`src/rtl/alu_result_framer_pkg.sv`:
```
// Shared state encoding, frame geometry and checksum helper for the ALU result framer.
package alu_result_framer_pkg;

  typedef enum logic [2:0] {
    IDLE      = 3'd0,
    START     = 3'd1,
    WAIT_BUSY = 3'd2,
    WAIT_IDLE = 3'd3,
    DONE      = 3'd4
  } state_e;

  localparam int         FRAME_LEN     = 4;
  localparam int         IDX_W         = 2;
  localparam logic [7:0] DEF_SYNC_BYTE = 8'hA5;

  function automatic logic [7:0] frame_chk(input logic [7:0] sync_b,
                                           input logic [7:0] hi_b,
                                           input logic [7:0] lo_b);
    return sync_b ^ hi_b ^ lo_b;
  endfunction

endpackage

```
`src/rtl/alu_result_framer_tx_busy_watchdog.sv`:
```
// Counts cycles spent waiting for the UART busy flag to rise.
// Latency: expired is combinational on the cycle whose increment reaches BUSY_TIMEOUT-1.
// Backpressure: none; clear has priority over count.
module tx_busy_watchdog #(
  parameter int BUSY_TIMEOUT = 16
) (
  input  logic clock_i,
  input  logic reset_n_i,
  input  logic clear_i,
  input  logic count_i,
  output logic expired_o
);

  localparam logic [7:0] LIMIT = 8'(BUSY_TIMEOUT - 1);

  logic [7:0] cnt_q;
  logic [7:0] cnt_d;

  always_comb begin
    cnt_d = cnt_q;
    if (clear_i) begin
      cnt_d = '0;
    end else if (count_i) begin
      cnt_d = cnt_q + 8'd1;
    end
  end

  assign expired_o = count_i && !clear_i && (cnt_d == LIMIT);

  always_ff @(posedge clock_i or negedge reset_n_i) begin
    if (!reset_n_i) begin
      cnt_q <= '0;
    end else begin
      cnt_q <= cnt_d;
    end
  end

endmodule

```
`src/rtl/alu_result_framer.sv`:
```
// Frames a 16-bit ALU result as SYNC, hi, lo, checksum through a start/busy byte UART.
// Latency: accept at edge k gives uart_start in cycle k+1; 3 cycles overhead per byte plus UART busy time.
// Backpressure: req_ready only in IDLE with ena high and UART idle; requester holds data otherwise.
module alu_result_framer
  import alu_result_framer_pkg::*;
#(
  parameter logic [7:0] SYNC_BYTE    = DEF_SYNC_BYTE,
  parameter int         BUSY_TIMEOUT = 16
) (
  input  logic        clock,
  input  logic        reset_n,
  input  logic        ena,
  input  logic        req_valid,
  input  logic [15:0] req_result,
  output logic        req_ready,
  output logic        uart_start,
  output logic [7:0]  uart_data,
  input  logic        uart_busy,
  output logic        frame_done,
  output logic        frame_err
);

  state_e           state_q;
  logic [IDX_W-1:0] idx_q;
  logic [7:0]       hi_q;
  logic [7:0]       lo_q;
  logic [7:0]       chk_q;
  logic [7:0]       data_q;
  logic             err_q;

  logic wd_clear;
  logic wd_count;
  logic wd_expired;
  logic accept;

  // Outputs decode only from registered state, busy and ena; req_* never reaches them.
  assign req_ready  = ena && (state_q == IDLE) && !uart_busy;
  assign uart_start = (state_q == START);
  assign frame_done = (state_q == DONE);
  assign uart_data  = data_q;
  assign frame_err  = err_q;
  assign accept     = req_valid && req_ready;

  assign wd_clear = (state_q != WAIT_BUSY);
  assign wd_count = (state_q == WAIT_BUSY) && !uart_busy;

  (* keep_hierarchy = "yes" *)
  tx_busy_watchdog #(
    .BUSY_TIMEOUT(BUSY_TIMEOUT)
  ) u_busy_wd (
    .clock_i   (clock),
    .reset_n_i (reset_n),
    .clear_i   (wd_clear),
    .count_i   (wd_count),
    .expired_o (wd_expired)
  );

  always_ff @(posedge clock or negedge reset_n) begin
    if (!reset_n) begin
      state_q <= IDLE;
      idx_q   <= '0;
      hi_q    <= 8'h00;
      lo_q    <= 8'h00;
      chk_q   <= 8'h00;
      data_q  <= 8'h00;
      err_q   <= 1'b0;
    end else if (!ena) begin
      // Abort: a byte already handed to the UART finishes on its own.
      state_q <= IDLE;
      idx_q   <= '0;
    end else begin
      case (state_q)
        IDLE: begin
          if (accept) begin
            hi_q    <= req_result[15:8];
            lo_q    <= req_result[7:0];
            chk_q   <= frame_chk(SYNC_BYTE, req_result[15:8], req_result[7:0]);
            idx_q   <= '0;
            data_q  <= SYNC_BYTE;
            err_q   <= 1'b0;
            state_q <= START;
          end
        end
        START: begin
          state_q <= WAIT_BUSY;
        end
        WAIT_BUSY: begin
          if (uart_busy) begin
            state_q <= WAIT_IDLE;
          end else if (wd_expired) begin
            err_q   <= 1'b1;
            idx_q   <= '0;
            state_q <= IDLE;
          end
        end
        WAIT_IDLE: begin
          if (!uart_busy) begin
            if (idx_q == IDX_W'(FRAME_LEN - 1)) begin
              state_q <= DONE;
            end else begin
              idx_q <= idx_q + 1'b1;
              case (idx_q)
                2'd0:    data_q <= hi_q;
                2'd1:    data_q <= lo_q;
                default: data_q <= chk_q;
              endcase
              state_q <= START;
            end
          end
        end
        DONE: begin
          state_q <= IDLE;
        end
        default: begin
          state_q <= IDLE;
        end
      endcase
    end
  end

endmodule
```
`config.mk`:
```
export PLATFORM = sky130hd
export DESIGN_NAME = alu_result_framer
export DESIGN_NICKNAME = d
export VERILOG_FILES = /design/src/rtl/alu_result_framer_pkg.sv /design/src/rtl/alu_result_framer_tx_busy_watchdog.sv /design/src/rtl/alu_result_framer.sv
export SDC_FILE = /design/constraint.sdc
export NUM_CORES = 1
export LEC_CHECK = 0
export BUFFER_PORTS_ARGS = -buffer_cell sky130_fd_sc_hd__buf_2
export CORE_MARGIN = 10
export CORE_UTILIZATION = 57
export DETAILED_ROUTE_END_ITERATION = 6
export HOLD_SLACK_MARGIN = 0.1
export PLACE_DENSITY = 0.89
export RECOVER_POWER = 50
export SYNTH_ARGS = -nofsm -noshare
export SYNTH_HDL_FRONTEND = slang
export SYNTH_SLANG_ARGS = --single-unit
export TNS_END_PERCENT = 20
```
`constraint.sdc`:
```
create_clock -name clock -period 3.4 [get_ports clock]
set_input_delay 0.17 -clock clock [delete_from_list [all_inputs] [get_ports clock]]
set_output_delay 0.17 -clock clock [all_outputs]
set_load 0.03 [all_outputs]
```
After elaboration in Yosys (flattened, before gate mapping)
Cells that the tools add are included.

cells by class
  eq/ne operators = 20
  multiplexer cells = 25
  reductions and logical operators = 17
  add/subtract/negate cells = 2
  bitwise logic cells = 2

operator list
  kind                 number
  $mux 8               5
  $pmux 8 s2           2
  $mux 3               6
  $mux 2               6
  $ne 3x3->1 const B   4
  $pmux 3 s4           1
  $reduce_and 5->1     2
  $add 8x1->8 const B  1
  $eq 8x4->1 const B   1
  $ne 2x2->1 const B   4
  $xor 8x8->8          1
  $eq 3x2->1 const B   2
  $logic_and 1x1->1    6
  $ne 3x2->1 const B   2
  $pmux 2 s3           1
  $reduce_and 3->1     2
  $reduce_and 6->1     1
  $ne 4x1->1 const B   1
  $ne 4x3->1 const B   1
  $not 4->4            1
  $reduce_bool 2->1    2
  $eq 3x1->1 const B   1
  $eq 3x3->1 const B   1
  $logic_not 3->1      1
  other kinds (8)      11

word-level totals
  bits of input ports = 21
  flip-flop bits (word level) = 46
  logic and storage cells = 74

Longest topological paths before layout
  depth after elaboration = 10
  depth in mapped cells = 11

Modules after synthesis
The synthesis kept the hierarchy.

modules (own cells, without submodules)
  module             seq. area each (um^2)  area an instance (um^2)  cells each  instances
  alu_result_framer  950.9                  1923.1                   153         1
  tx_busy_watchdog   200.2                  434.2                    43          1

Least setup slack after synthesis
No wires, ideal clock.

  kind = register to register
  start = register state_q[2]
  end = register idx_q[1]
  required time = 3.313 ns
  cell stages (with the launch flop) = 12
  period minus slack after synthesis = 2.546 ns
  path buffers = 2
  slack = 0.854 ns
  arrival = 2.459 ns
  setup time = 0.087 ns
  cell sequence = dfrtp_1 > buf_2 > nor3_2 > and2_1 > buf_2 > nand4_4 > or3_1 > a21oi_2 > nor4_1 > nor4b_1 > or4_1 > o211ai_1

between the ends
  word-level cells in the longest chain between the ends = 8
  elaborated cells between the ends (all ways) = 23
  classes of those cells = eq/ne (10); mux (4); reduce/logical (9)

RTL lines
  item                          RTL line                                  RTL
  start: declaration            alu_result_framer.sv:23                   state_e state_q;
  start signal: assignment      alu_result_framer.sv:60                   state_q <= IDLE;
  start signal: assignment      alu_result_framer.sv:69                   state_q <= IDLE;
  start signal: assignment      alu_result_framer.sv:81                   state_q <= START;
  $eq 3x2->1                    alu_result_framer.sv:45                   assign wd_count = (state_q == WAIT_BUSY) && !uart_busy;
  $logic_and 1x1->1             alu_result_framer.sv:45
  named net wd_count            alu_result_framer.sv:32                   logic wd_count;
  $mux 8                        alu_result_framer_tx_busy_watchdog.sv:23  end else if (count_i) begin
  $mux 8                        alu_result_framer_tx_busy_watchdog.sv:21  if (clear_i) begin
  named net u_busy_wd.cnt_d[6]  alu_result_framer_tx_busy_watchdog.sv:17  logic [7:0] cnt_d;
  $eq 8x4->1                    alu_result_framer_tx_busy_watchdog.sv:28  assign expired_o = count_i && !clear_i && (cnt_d == LIMIT);
  $logic_and 1x1->1             alu_result_framer_tx_busy_watchdog.sv:28
  named net wd_expired          alu_result_framer.sv:33                   logic wd_expired;
  $ne 3x2->1 (no line)          n/a
  $reduce_and 6->1 (no line)    n/a
  end signal: assignment        alu_result_framer.sv:101                  idx_q <= idx_q + 1'b1;
  end: declaration              alu_result_framer.sv:24                   logic [IDX_W-1:0] idx_q;

The timed path passes the listed nets, and every way through them passes these cells.
A chain may end at the register's enable or synchronous reset.

Final worst setup path
  start = register state_q[0]
  end = register idx_q[1]

The elaborated chain is that of the path after synthesis.

==> results.sh <==
export IMPL_detail_route_iter0_violations=61
export IMPL_via_per_inst=5.79
export IMPL_ir_worst_vdd_v=0.000405
export IMPL_netlist_top_cells_area="sky130_fd_sc_hd__dfrtp_1, sky130_fd_sc_hd__mux2_2, sky130_fd_sc_hd__xor2_1"
export IMPL_cts_setup_buffers=0
export IMPL_timing_hold_worst_class="in2reg"
export IMPL_tritoncts="built"
export IMPL_period_minus_slack_ns=2.92
export IMPL_syn_inst=196
export IMPL_timing_final_hold_violations=0
export IMPL_max_slew_worst_pin_slew_ns=2.38
export IMPL_yosys_area_top_type="sky130_fd_sc_hd__dfrtp_1"
export IMPL_placed_cell_area_um2=2520
export IMPL_synth_top_cell_area_share=0.488
export IMPL_grt_pass1_wl_um=7560
export IMPL_finalWeightedCongestion=0.804
export IMPL_reg2reg_slack_ns=0.48
export IMPL_clk_transition_reported_paths_ns=0.08
export IMPL_worstPathMaxFanout=14
export IMPL_slew_viol_final=47
export IMPL_synth_lib_cells_used_distinct=44
export IMPL_final_critical_path_share_of_the_clock_period=0.859
export IMPL_hold_end="hi_q[6]$_DFFE_PN0P_"
export IMPL_ys_ff_latch=46
export IMPL_worst_ep_arrival_time_ns=3.10
export IMPL_cap_viol_max_count=1
export IMPL_reg2regPathDepth=9
export IMPL_syn_num_nets=221
export IMPL_power_per_cell_area_nw_per_um2=482
export IMPL_routedWlPerCell_um=16.5
export IMPL_clockRootBuffer="sky130_fd_sc_hd__clkbuf_8"
export IMPL_layout_core_utilization=0.657
export IMPL_path_cells="nor3_2 > and2_1 > nand4_4 > o21ai_1 > a21oi_2 > nor4_1 > nor4b_1 > or4_1 > o211ai_1"
export IMPL_die_span_x_um=84.3
export IMPL_ctsResizeCount=0
export IMPL_die_height_um=84.3
export IMPL_via_count=1604
export IMPL_clock_sinks=46
export IMPL_setup_tns_ns=0
export IMPL_r2r_end="idx_q[1]$_DFFE_PN0P_"
export IMPL_synth_avg_cell_area_um2=12.0
export IMPL_grt_antenna_before_repair=0
export IMPL_synthArstFlopShare=1.00
export IMPL_synth_area_um2=2360
export IMPL_net_count_final=251
export IMPL_critical_path_n_buffers_inverters=0
export IMPL_fmax_mhz=342
export IMPL_dpl_hpwl_um=3260
export IMPL_rsz0062_at_grt="no"
export IMPL_worst_setup_path_startpoint="state_q[0]$_DFFE_PN0P_"
export IMPL_cts_hold_repair_buffers=1
export IMPL_antenna_cells=0
export IMPL_synthesis_yosys_warnings=0
export IMPL_number_of_standard_cell_rows_in_the_floorplan=23
export IMPL_number_of_global_route_vias_before_repair=1649
export IMPL_cts_root_to_sink_buffers=2
export IMPL_cts_buffers_inserted=5
export IMPL_layout_cell_area_non_filler_um2=2630
export IMPL_post_route_cells_drive_above_1_share=0.330
export IMPL_worst_path_largest_cell_delay_ns=0.53
export IMPL_top_level_ports=33
export IMPL_floorplan_initialDensity=0.589
export IMPL_critical_path_top_delay_family="simple AND/OR/NAND/NOR gates"
export IMPL_setup_worst_path_class="reg2reg"
export IMPL_initial_drt_pass_iterations=4
export IMPL_critical_path_startpoint_category="flop"
export IMPL_area_added_between_synthesis_and_finish_pct=11.5
export IMPL_min_delay_start="req_result[14]"
export IMPL_clock_skew_ns=0.00326
export IMPL_worstSkewPairLatency_ns=0.30
export IMPL_postSynth_topFlopCell="sky130_fd_sc_hd__dfrtp_1"
export IMPL_pleak_nw=1.12
export IMPL_setup_viol=0
export IMPL_setup_worst_path_end_class="flop"
export IMPL_post_synth_top_count_cell="sky130_fd_sc_hd__dfrtp_1"
export IMPL_buffer_ports_inserted=32
export IMPL_routed_wirelength_um=4570
export IMPL_floorplan_core_area_um2=4000
export IMPL_synth_seq_area_share=0.488
export IMPL_synthTopCellsByCount="sky130_fd_sc_hd__dfrtp_1, sky130_fd_sc_hd__mux2_2, sky130_fd_sc_hd__nor2_1"
export IMPL_slew_headroom=-0.586
export IMPL_crit_path_top_delay_cell="sky130_fd_sc_hd__dfrtp_1"
export IMPL_grt_start_max_net_pins=47
export IMPL_min_delay_path_depth=2
export IMPL_drt_antenna_net_count=0
export IMPL_worst_ep_required_time_ns=3.58
export IMPL_htreeDepth=2
export IMPL_residual_drc=0
export IMPL_grt_ovfl_total=0
export IMPL_crit_reg2reg_launch="state_q[0]$_DFFE_PN0P_"
export IMPL_global_route_usage_over_all_layers=0.127
export IMPL_synth_enable_flop_cells=0
export IMPL_failed_checks="capacitance limit, slew limit"
export IMPL_outcome="complete, but fails checks"
export IMPL_area_enclosed_by_the_die_boundary_um2=7110
[how the worst max path moves through the flow]
| stage | depth (start not counted) | end |
|---|---|---|
| 2_1_floorplan | 11 | idx_q[1]$_DFFE_PN0P_ |
| 3_3_place_gp | 9 | idx_q[1]$_DFFE_PN0P_ |
| 3_5_place_dp | 9 | idx_q[1]$_DFFE_PN0P_ |
| 4_1_cts | 9 | idx_q[1]$_DFFE_PN0P_ |
| 5_1_grt | 9 | idx_q[1]$_DFFE_PN0P_ |
| 6_report | 9 | idx_q[1]$_DFFE_PN0P_ |
[placed cells by master (no fill, tap or decap), types with 4 or more instances in the layout]
| cell | synthesis | routed |
|---|---|---|
| sky130_fd_sc_hd__dfrtp_1 | 46 | 46 |
| sky130_fd_sc_hd__mux2_2 | 32 | 32 |
| sky130_fd_sc_hd__buf_2 | 5 | 22 |
| sky130_fd_sc_hd__clkbuf_1 | 2 | 11 |
| sky130_fd_sc_hd__nor2_1 | 10 | 10 |
| sky130_fd_sc_hd__nand2_1 | 9 | 9 |
| sky130_fd_sc_hd__xor2_1 | 7 | 7 |
| sky130_fd_sc_hd__a21oi_1 | 6 | 6 |
| sky130_fd_sc_hd__xnor2_1 | 6 | 6 |
| sky130_fd_sc_hd__nand4_1 | 5 | 5 |
| sky130_fd_sc_hd__clkbuf_8 | 0 | 5 |
| sky130_fd_sc_hd__a22o_1 | 4 | 4 |
| sky130_fd_sc_hd__a211o_1 | 4 | 4 |
| sky130_fd_sc_hd__a22oi_1 | 4 | 4 |
| sky130_fd_sc_hd__or3b_2 | 4 | 4 |
| sky130_fd_sc_hd__ha_1 | 4 | 4 |
[sequential cells by signal, summed over array words and instances, names as in the netlist]
| register | flops |
|---|---|
| chk_q | 8 |
| hi_q | 8 |
| lo_q | 8 |
| u_busy_wd/cnt_q | 8 |
| uart_data | 8 |
| state_q | 3 |
| idx_q | 2 |
| frame_err | 1 |
[routing by layer]
metal | track usage | vias to the layer above | wire length [um]
met1 | 0.149 | 782 | 2070
li1 | - | 775 | -
met3 | 0.0425 | 7 | 197
met2 | 0.210 | 40 | 2230
met4 | 0.0457 | 0 | 76
met5 | 0 | - | 0
[cells by family (layout without fill, tap and decap cells)]
group | Yosys count | after routing | synth area share
buffers and inverters | 13 | 44 | 0.0303
muxes | 33 | 33 | 0.158
xor gates and xnor gates | 13 | 13 | 0.0483
and+or+nand+nor | 56 | 56 | 0.152
DFF | 46 | 46 | 0.488
AOI/OAI and AO/OA | 31 | 31 | 0.102
adders and majority gates | 4 | 4 | 0.0212
[worst register-to-register path, cell delays in order (launching register included)]
cell                       delay, ns
sky130_fd_sc_hd__dfrtp_1        0.53
sky130_fd_sc_hd__nor3_2         0.31
sky130_fd_sc_hd__and2_1         0.35
sky130_fd_sc_hd__nand4_4        0.17
sky130_fd_sc_hd__o21ai_1        0.19
sky130_fd_sc_hd__a21oi_2        0.08
sky130_fd_sc_hd__nor4_1         0.52
sky130_fd_sc_hd__nor4b_1        0.38
sky130_fd_sc_hd__or4_1          0.19
sky130_fd_sc_hd__o211ai_1       0.09
[where the power goes]
part / leakage [nW] / switching, mW / internal (mW)
Combinational: 0.500 / 0.0811 / 0.107
Clock: 0.0514 / 0.185 / 0.219
Sequential: 0.571 / 0.0463 / 0.628
Total: 1.12 / 0.312 / 0.954
[cell type report]
type                            count  area [um^2]
Timing Repair Buffer               33          158
Multi-Input combinational cell    137         1130
Clock buffer                        6         72.6
Inverter                            3         11.3
Fill cell                         322         1370
Tap cell                           50         62.6
Sequential cell                    46         1150
Clock inverter                      2         37.5
[metrics by stage]
stage	worst slack, ns	hold slack (ns)	cells	total power, mW
2_1_floorplan	0.854	-0.126	196	0.816
3_3_place_gp	0.656	0.379	268	0.863
3_5_place_dp	0.550	0.401	268	0.876
4_1_cts	0.535	0.119	277	1.28
5_1_grt	0.170	0.126	277	1.32
6_report	0.479	0.123	277	1.27
No activity file was read; power rests on OpenSTA's default activity.
